==> src/rtl/mem_bus_arbiter_n_if.sv <==
// Bundles the client request/response lanes and the tagged main-memory port of mem_bus_arbiter_n.
// slave is the arbiter's view; master is the view of the clients plus the memory model.
interface mem_bus_arbiter_n_if #(
   parameter int unsigned NUM_CLIENTS = 2,
   parameter int unsigned ADDR_W      = 32,
   parameter int unsigned DATA_W      = 64,
   parameter int unsigned TAG_W       = 4
);
   logic [NUM_CLIENTS-1:0][1:0]        c_command;
   logic [NUM_CLIENTS-1:0][ADDR_W-1:0] c_address;
   logic [NUM_CLIENTS-1:0][DATA_W-1:0] c_wdata;
   logic [NUM_CLIENTS-1:0][TAG_W-1:0]  c_response;
   logic [NUM_CLIENTS-1:0][TAG_W-1:0]  c_tag;
   logic [NUM_CLIENTS-1:0][DATA_W-1:0] c_rdata;
   logic [TAG_W-1:0]                   mem2proc_response;
   logic [TAG_W-1:0]                   mem2proc_tag;
   logic [DATA_W-1:0]                  mem2proc_rdata;
   logic [1:0]                         proc2mem_command;
   logic [ADDR_W-1:0]                  proc2mem_address;
   logic [DATA_W-1:0]                  proc2mem_wdata;
   logic [TAG_W:0]                     outstanding;

   modport slave (
      input  c_command, c_address, c_wdata,
      input  mem2proc_response, mem2proc_tag, mem2proc_rdata,
      output c_response, c_tag, c_rdata,
      output proc2mem_command, proc2mem_address, proc2mem_wdata,
      output outstanding
   );

   modport master (
      output c_command, c_address, c_wdata,
      output mem2proc_response, mem2proc_tag, mem2proc_rdata,
      input  c_response, c_tag, c_rdata,
      input  proc2mem_command, proc2mem_address, proc2mem_wdata,
      input  outstanding
   );
endinterface

==> src/rtl/mem_bus_arbiter_n.sv <==
// N-client arbiter onto one tagged memory port, tracking outstanding loads by tag.
// Define MEM_ARB_FIXED_PRIO_EN for lowest-index-wins selection instead of round-robin.
module mem_bus_arbiter_n #(
   parameter int unsigned NUM_CLIENTS = 2,
   parameter int unsigned ADDR_W      = 32,
   parameter int unsigned DATA_W      = 64,
   parameter int unsigned TAG_W       = 4
) (
   input  logic                 clk,
   input  logic                 reset,
   mem_bus_arbiter_n_if.slave   bus
);
   localparam int unsigned GNT_W    = (NUM_CLIENTS > 1) ? $clog2(NUM_CLIENTS) : 1;
   localparam int unsigned NUM_TAGS = 1 << TAG_W;
   localparam int unsigned OUT_W    = TAG_W + 1;

   localparam logic [1:0] BUS_NONE = 2'd0;
   localparam logic [1:0] BUS_LOAD = 2'd1;

   typedef enum logic {S_IDLE, S_ISSUE} state_e;

   state_e             state_q, state_d;
   logic [GNT_W-1:0]   gnt_q, gnt_d;
   logic [NUM_TAGS-1:0] valid_q, valid_d;
   logic [GNT_W-1:0]   owner_q [NUM_TAGS];
   logic [GNT_W-1:0]   owner_d [NUM_TAGS];
   logic [OUT_W-1:0]   outstanding_q, outstanding_d;

   logic               req_any;
   logic [GNT_W-1:0]   sel_idx, cand, rr_base;
   logic               accept, abort, alloc, ret_hit;
   logic [ADDR_W-1:0]  issue_addr;
   logic [DATA_W-1:0]  issue_wdata;
   logic [DATA_W-1:0]  ret_data;

`ifdef MEM_ARB_FIXED_PRIO_EN
   assign rr_base = '0;
`else
   logic [GNT_W-1:0]   rr_q, rr_d;

   assign rr_base = rr_q;

   // Pointer moves past the winner only on an accepted command.
   always_comb begin
      rr_d = rr_q;
      if (accept) rr_d = (gnt_q == GNT_W'(NUM_CLIENTS - 1)) ? '0 : gnt_q + GNT_W'(1);
   end

   always_ff @(posedge clk) begin
      if (reset) rr_q <= '0;
      else       rr_q <= rr_d;
   end
`endif

   // First requester found searching upward from rr_base, wrapping.
   always_comb begin
      req_any = 1'b0;
      sel_idx = '0;
      cand    = '0;
      for (int unsigned i = 0; i < NUM_CLIENTS; i++) begin
         cand = GNT_W'((32'(rr_base) + i) % NUM_CLIENTS);
         if (!req_any && bus.c_command[cand] != BUS_NONE) begin
            req_any = 1'b1;
            sel_idx = cand;
         end
      end
   end

   assign accept   = (state_q == S_ISSUE) && (bus.mem2proc_response != '0);
   assign abort    = (state_q == S_ISSUE) && !accept && (bus.c_command[gnt_q] == BUS_NONE);
   assign alloc    = accept && (bus.c_command[gnt_q] == BUS_LOAD);
   assign ret_hit  = (bus.mem2proc_tag != '0) && valid_q[bus.mem2proc_tag];
   assign issue_addr  = bus.c_address[gnt_q];
   assign issue_wdata = bus.c_wdata[gnt_q];
   assign ret_data    = bus.mem2proc_rdata;

   always_ff @(posedge clk) begin
      if (reset) begin
         state_q       <= S_IDLE;
         gnt_q         <= '0;
         valid_q       <= '0;
         outstanding_q <= '0;
         for (int unsigned t = 0; t < NUM_TAGS; t++) owner_q[t] <= '0;
      end else begin
         state_q       <= state_d;
         gnt_q         <= gnt_d;
         valid_q       <= valid_d;
         outstanding_q <= outstanding_d;
         for (int unsigned t = 0; t < NUM_TAGS; t++) owner_q[t] <= owner_d[t];
      end
   end

   always_comb begin
      state_d = state_q;
      gnt_d   = gnt_q;
      case (state_q)
         S_IDLE: begin
            if (req_any) begin
               state_d = S_ISSUE;
               gnt_d   = sel_idx;
            end
         end
         S_ISSUE: begin
            if (accept || abort) state_d = S_IDLE;
         end
         default: state_d = S_IDLE;
      endcase
   end

   // Return retires the entry before a same-cycle allocation reclaims it.
   always_comb begin
      valid_d = valid_q;
      for (int unsigned t = 0; t < NUM_TAGS; t++) owner_d[t] = owner_q[t];
      if (ret_hit) valid_d[bus.mem2proc_tag] = 1'b0;
      if (alloc) begin
         valid_d[bus.mem2proc_response] = 1'b1;
         owner_d[bus.mem2proc_response] = gnt_q;
      end
      valid_d[0]    = 1'b0;
      outstanding_d = outstanding_q + OUT_W'(alloc) - OUT_W'(ret_hit);
   end

   always_comb begin
      bus.proc2mem_command = BUS_NONE;
      bus.proc2mem_address = '0;
      bus.proc2mem_wdata   = '0;
      bus.c_response       = '0;
      if (state_q == S_ISSUE) begin
         bus.proc2mem_command  = bus.c_command[gnt_q];
         bus.proc2mem_address  = issue_addr;
         bus.proc2mem_wdata    = issue_wdata;
         bus.c_response[gnt_q] = bus.mem2proc_response;
      end
   end

   // Data return is steered by the tag table alone, in any FSM state.
   always_comb begin
      bus.c_tag   = '0;
      bus.c_rdata = '0;
      if (ret_hit) begin
         bus.c_tag[owner_q[bus.mem2proc_tag]]   = bus.mem2proc_tag;
         bus.c_rdata[owner_q[bus.mem2proc_tag]] = ret_data;
      end
   end

   assign bus.outstanding = outstanding_q;

endmodule
==> src/flat_wrapper.sv <==
// flat-port wrapper written by rule: the top's interface ports become plain ports
module mem_bus_arbiter_n_flat 
#(
   parameter int unsigned NUM_CLIENTS = 2,
   parameter int unsigned ADDR_W      = 32,
   parameter int unsigned DATA_W      = 64,
   parameter int unsigned TAG_W       = 4
)
  (clk, reset, bus_c_command, bus_c_address, bus_c_wdata, bus_mem2proc_response, bus_mem2proc_tag, bus_mem2proc_rdata, bus_c_response, bus_c_tag, bus_c_rdata, bus_proc2mem_command, bus_proc2mem_address, bus_proc2mem_wdata, bus_outstanding);
  mem_bus_arbiter_n_if #(.NUM_CLIENTS(NUM_CLIENTS), .ADDR_W(ADDR_W), .DATA_W(DATA_W), .TAG_W(TAG_W)) bus_i ();
  input  logic clk;
  input  logic reset;
  input wire logic [$bits(bus_i.c_command)-1:0] bus_c_command;
  input wire logic [$bits(bus_i.c_address)-1:0] bus_c_address;
  input wire logic [$bits(bus_i.c_wdata)-1:0] bus_c_wdata;
  input wire logic [$bits(bus_i.mem2proc_response)-1:0] bus_mem2proc_response;
  input wire logic [$bits(bus_i.mem2proc_tag)-1:0] bus_mem2proc_tag;
  input wire logic [$bits(bus_i.mem2proc_rdata)-1:0] bus_mem2proc_rdata;
  output wire logic [$bits(bus_i.c_response)-1:0] bus_c_response;
  output wire logic [$bits(bus_i.c_tag)-1:0] bus_c_tag;
  output wire logic [$bits(bus_i.c_rdata)-1:0] bus_c_rdata;
  output wire logic [$bits(bus_i.proc2mem_command)-1:0] bus_proc2mem_command;
  output wire logic [$bits(bus_i.proc2mem_address)-1:0] bus_proc2mem_address;
  output wire logic [$bits(bus_i.proc2mem_wdata)-1:0] bus_proc2mem_wdata;
  output wire logic [$bits(bus_i.outstanding)-1:0] bus_outstanding;
  assign bus_i.c_command = bus_c_command;
  assign bus_i.c_address = bus_c_address;
  assign bus_i.c_wdata = bus_c_wdata;
  assign bus_i.mem2proc_response = bus_mem2proc_response;
  assign bus_i.mem2proc_tag = bus_mem2proc_tag;
  assign bus_i.mem2proc_rdata = bus_mem2proc_rdata;
  assign bus_c_response = bus_i.c_response;
  assign bus_c_tag = bus_i.c_tag;
  assign bus_c_rdata = bus_i.c_rdata;
  assign bus_proc2mem_command = bus_i.proc2mem_command;
  assign bus_proc2mem_address = bus_i.proc2mem_address;
  assign bus_proc2mem_wdata = bus_i.proc2mem_wdata;
  assign bus_outstanding = bus_i.outstanding;
  mem_bus_arbiter_n #(.NUM_CLIENTS(NUM_CLIENTS), .ADDR_W(ADDR_W), .DATA_W(DATA_W), .TAG_W(TAG_W)) u_core (.clk(clk), .reset(reset), .bus(bus_i));
endmodule
==> config.mk <==
export PLATFORM = sky130hd
export DESIGN_NAME = mem_bus_arbiter_n_flat
export DESIGN_NICKNAME = d
export VERILOG_FILES = /design/src/rtl/mem_bus_arbiter_n_if.sv /design/src/rtl/mem_bus_arbiter_n.sv /design/src/flat_wrapper.sv
export SDC_FILE = /design/constraint.sdc
export NUM_CORES = 1
export LEC_CHECK = 0
export ABC_AREA = 1
export BUFFER_PORTS_ARGS = -buffer_cell sky130_fd_sc_hd__buf_2
export CAP_MARGIN = 15
export CORE_AREA = 5 5 200 202
export DETAILED_ROUTE_END_ITERATION = 8
export DIE_AREA = 0 0 205 207
export SLEW_MARGIN = 10
export SYNTH_ARGS = -nofsm -noshare
export SYNTH_HDL_FRONTEND = slang
export SYNTH_SLANG_ARGS = --single-unit
==> constraint.sdc <==
create_clock -name clk -period 3.1 [get_ports clk]
set_clock_uncertainty 0.15 [all_clocks]
set_input_delay 0.465 -clock clk [delete_from_list [all_inputs] [get_ports clk]]
set_output_delay 0.465 -clock clk [all_outputs]
set_load 0.01 [all_outputs]
==> results.ini <==
[yosys]
ys.warnings.count = 0
yosysUniqueCellTypes = 31
synth_area_sq_um = 4522
syn_nets = 1176
synthCells = 900
ys_seq_area_frac = 0.1727
ys_ff_latch = 39
syn_area_per_cell_sq_um = 5.024

[final_layout]
fin_nets = 1648
area_growth_pct = 73.52
drive_above_1_share = 0.4064

[cts]
post_cts_buffers = 0
hold_buffers = 0
htreeDepth = 2
worst_skew_pair.late_latency_ns = 0.28
post_cts_resized = 0
cts_buffers = 5
root_buffer = clkbuf_16
clockBufferDepth = 2
cts_tree = done
clk_pin_slew_ns = 0.06
cts.sinks = 39

[power_and_ir_drop]
p_leak_nw = 4.430
power.density_nw_per_um2 = 234.8
ir_worst_vdd_mv = 0.1800

[detailed_routing]
vias_per_cell = 4.064
drc = 0
num_vias = 7706
ant_nets = 0
avgRoutedWirePerCell_um = 16.95
drt_iter0_markers = 729
dr.pass1.iters = 5
wl_um = 32150

[grt]
overflow = 0
track_usage = 0.1380
antenna_found_initial = 17
grt_pass1_vias = 7305
grt_max_degree = 97
grt_first_pass_wirelength_um = 45350

[hold_path]
hold_path_class = register to register

[floorplan]
io_pins = 517
die_area_sq_um = 42440
core_sq_um = 38110
die_h_um = 207
fp-row-count = 72
start_util = 0.1187
die_x_um = 205

[placed_design]
routabilityCongestion = 0.9132
io_buffers = 516
hpwl_um = 27720

[sta]
setup_viol = 0
hold_violations = 0
fin_setup_tns_ns = 0
worst_pin_slew_ns = 0.7148
fmax_mhz = 356.7
holdWs_ns = 0.2830
rsz0062_at_grt = no
max_slew_margin = 0.5235
period_share = 0.9044
drv_slew = 0
min_period_ns = 2.804

[setup_path]
arrival_ns = 2.19
critical_path_class = input pin to output port
worst_setup_path_end_kind = output port
cp.required_ns = 2.48
worstSetupStartpointType = input pin
critPathMaxFanout = 68

[flow_run]
maxCapViolCount = 0

[outcome]
status = completed

[final cells by class]
| type | count | area [sq um] |
|---|---|---|
| fillers | 4428 | 30260 |
| multi-input cells | 754 | 3252 |
| repair buffers | 538 | 2848 |
| flip-flops and latches | 39 | 784.5 |
| well taps | 518 | 648.1 |
| inverters | 34 | 132.6 |
| clock buffers | 5 | 125.1 |
| clock inverters | 3 | 43.79 |
| diodes | 5 | 12.51 |
[state kept, by name, indices dropped and copies added (netlist names)]
signal,flops
u_core.state_q,1
u_core.owner_q,16
u_core.valid_q,15
u_core.rr_base,1
u_core.bus.outstanding,5
u_core.gnt_q,1
[cell usage after synthesis]
library cell,count,area [sq um]
buf_1,7,26.28
clkbuf_2,1,5.000
dfxtp_1,39,780.8
xor2_1,1,8.760
nand3b_1,1,7.510
nand4_1,4,25.02
a21oi_1,130,650.6
nor2_2,1,6.260
ha_1,5,62.56
nand3_1,21,105.1
clkbuf_1,41,153.9
nand2_2,2,12.51
o21ai_2,1,8.760
inv_2,2,7.510
a22oi_1,2,15.01
buf_6,7,78.83
nor2_1,175,656.9
inv_1,31,116.4
nor3_1,1,5.000
nor2_4,2,22.52
inv_4,1,6.260
o21bai_1,1,7.510
o21ai_1,17,85.08
buf_2,10,50.05
and3_1,1,6.260
o21ai_0,57,285.3
nand2_1,329,1235
nand4_2,1,12.51
buf_4,7,52.55
and2_1,1,6.260
fa_1,1,20.02
[worst paths after layout]
kind	slack [ns]	to	start	cells past startpoint
max	0.30	bus_c_rdata[104]	bus_mem2proc_tag[0]	12
min	0.28	u_core.owner_q[0]	u_core.owner_q[0]	2
min reg2reg	0.28	u_core.owner_q[0]	u_core.owner_q[0]	2
max reg2reg	0.57	u_core.bus.outstanding[4]	u_core.gnt_q	11
[worst max-delay path: stages]
cell and delay [ns]:
buf_2 0.25, inv_4 0.12, nand2_1 0.08, nand2_1 0.05, nand2_1 0.05, nand2_1 0.05
nand2_1 0.06, nand2_2 0.08, buf_12 0.18, o21ai_0 0.44, nor2_1 0.13, buf_2 0.17
[metal layers]
metal / vias to the layer above / track usage / part of all wire
li1: 3809 / - / -
met1: 3412 / 0.1601 / 0.39
met2: 414 / 0.2503 / 0.49
met3: 59 / 0.02940 / 0.086
met4: 12 / 0.04528 / 0.033
met5: - / 0 / 0.0027
[stage by stage]
| step | total power, mW | cell area [sq um] | util | setup slack (ns) | instances |
|---|---|---|---|---|---|
| after global placement | 1.280 | 7665 | 0.2011 | 0.09168 | 1883 |
| after global routing | 1.956 | 7841 | 0.2058 | 0.03180 | 1894 |
| after detailed placement | 1.284 | 7665 | 0.2011 | 0.07711 | 1883 |
| after CTS | 1.875 | 7834 | 0.2056 | 0.2682 | 1891 |
| after floorplan | 0.8592 | 4522 | - | 0.1005 | 900 |
| final | 1.842 | 7846 | 0.2059 | 0.2963 | 1896 |
[report_power, final]
part	switching (mW)	internal [mW]	total (mW)
Sequential	0.0164	0.513	0.529
Combinational	0.438	0.291	0.729
Clock	0.205	0.379	0.584
[cells by family (layout without fill, tap and decap cells)]
logic type / count (synthesis) / after routing / synth area share
flops: 39 / 39 / 0.1727
xor+xnor: 1 / 1 / 0.001937
simple gates: 539 / 539 / 0.4646
compound gates: 208 / 208 / 0.2327
other cells: 0 / 5 / 0
fa+ha+maj: 6 / 6 / 0.01826
buf+inv: 107 / 580 / 0.1099
[cell usage in the layout, fill, tap and decap left out, drive strengths merged, types with 2 or more instances in the layout]
cell type  netlist  final
buf             31    538
a22oi            2      2
nand2          331    331
inv             34     32
nand4            5      5
o21ai           75     75
nand3           21     21
dfxtp           39     39
ha               5      5
clkinv           0      4
diode            0      5
clkbuf          42      5
a21oi          130    130
nor2           178    178
Power figures use the tool's default switching activity.
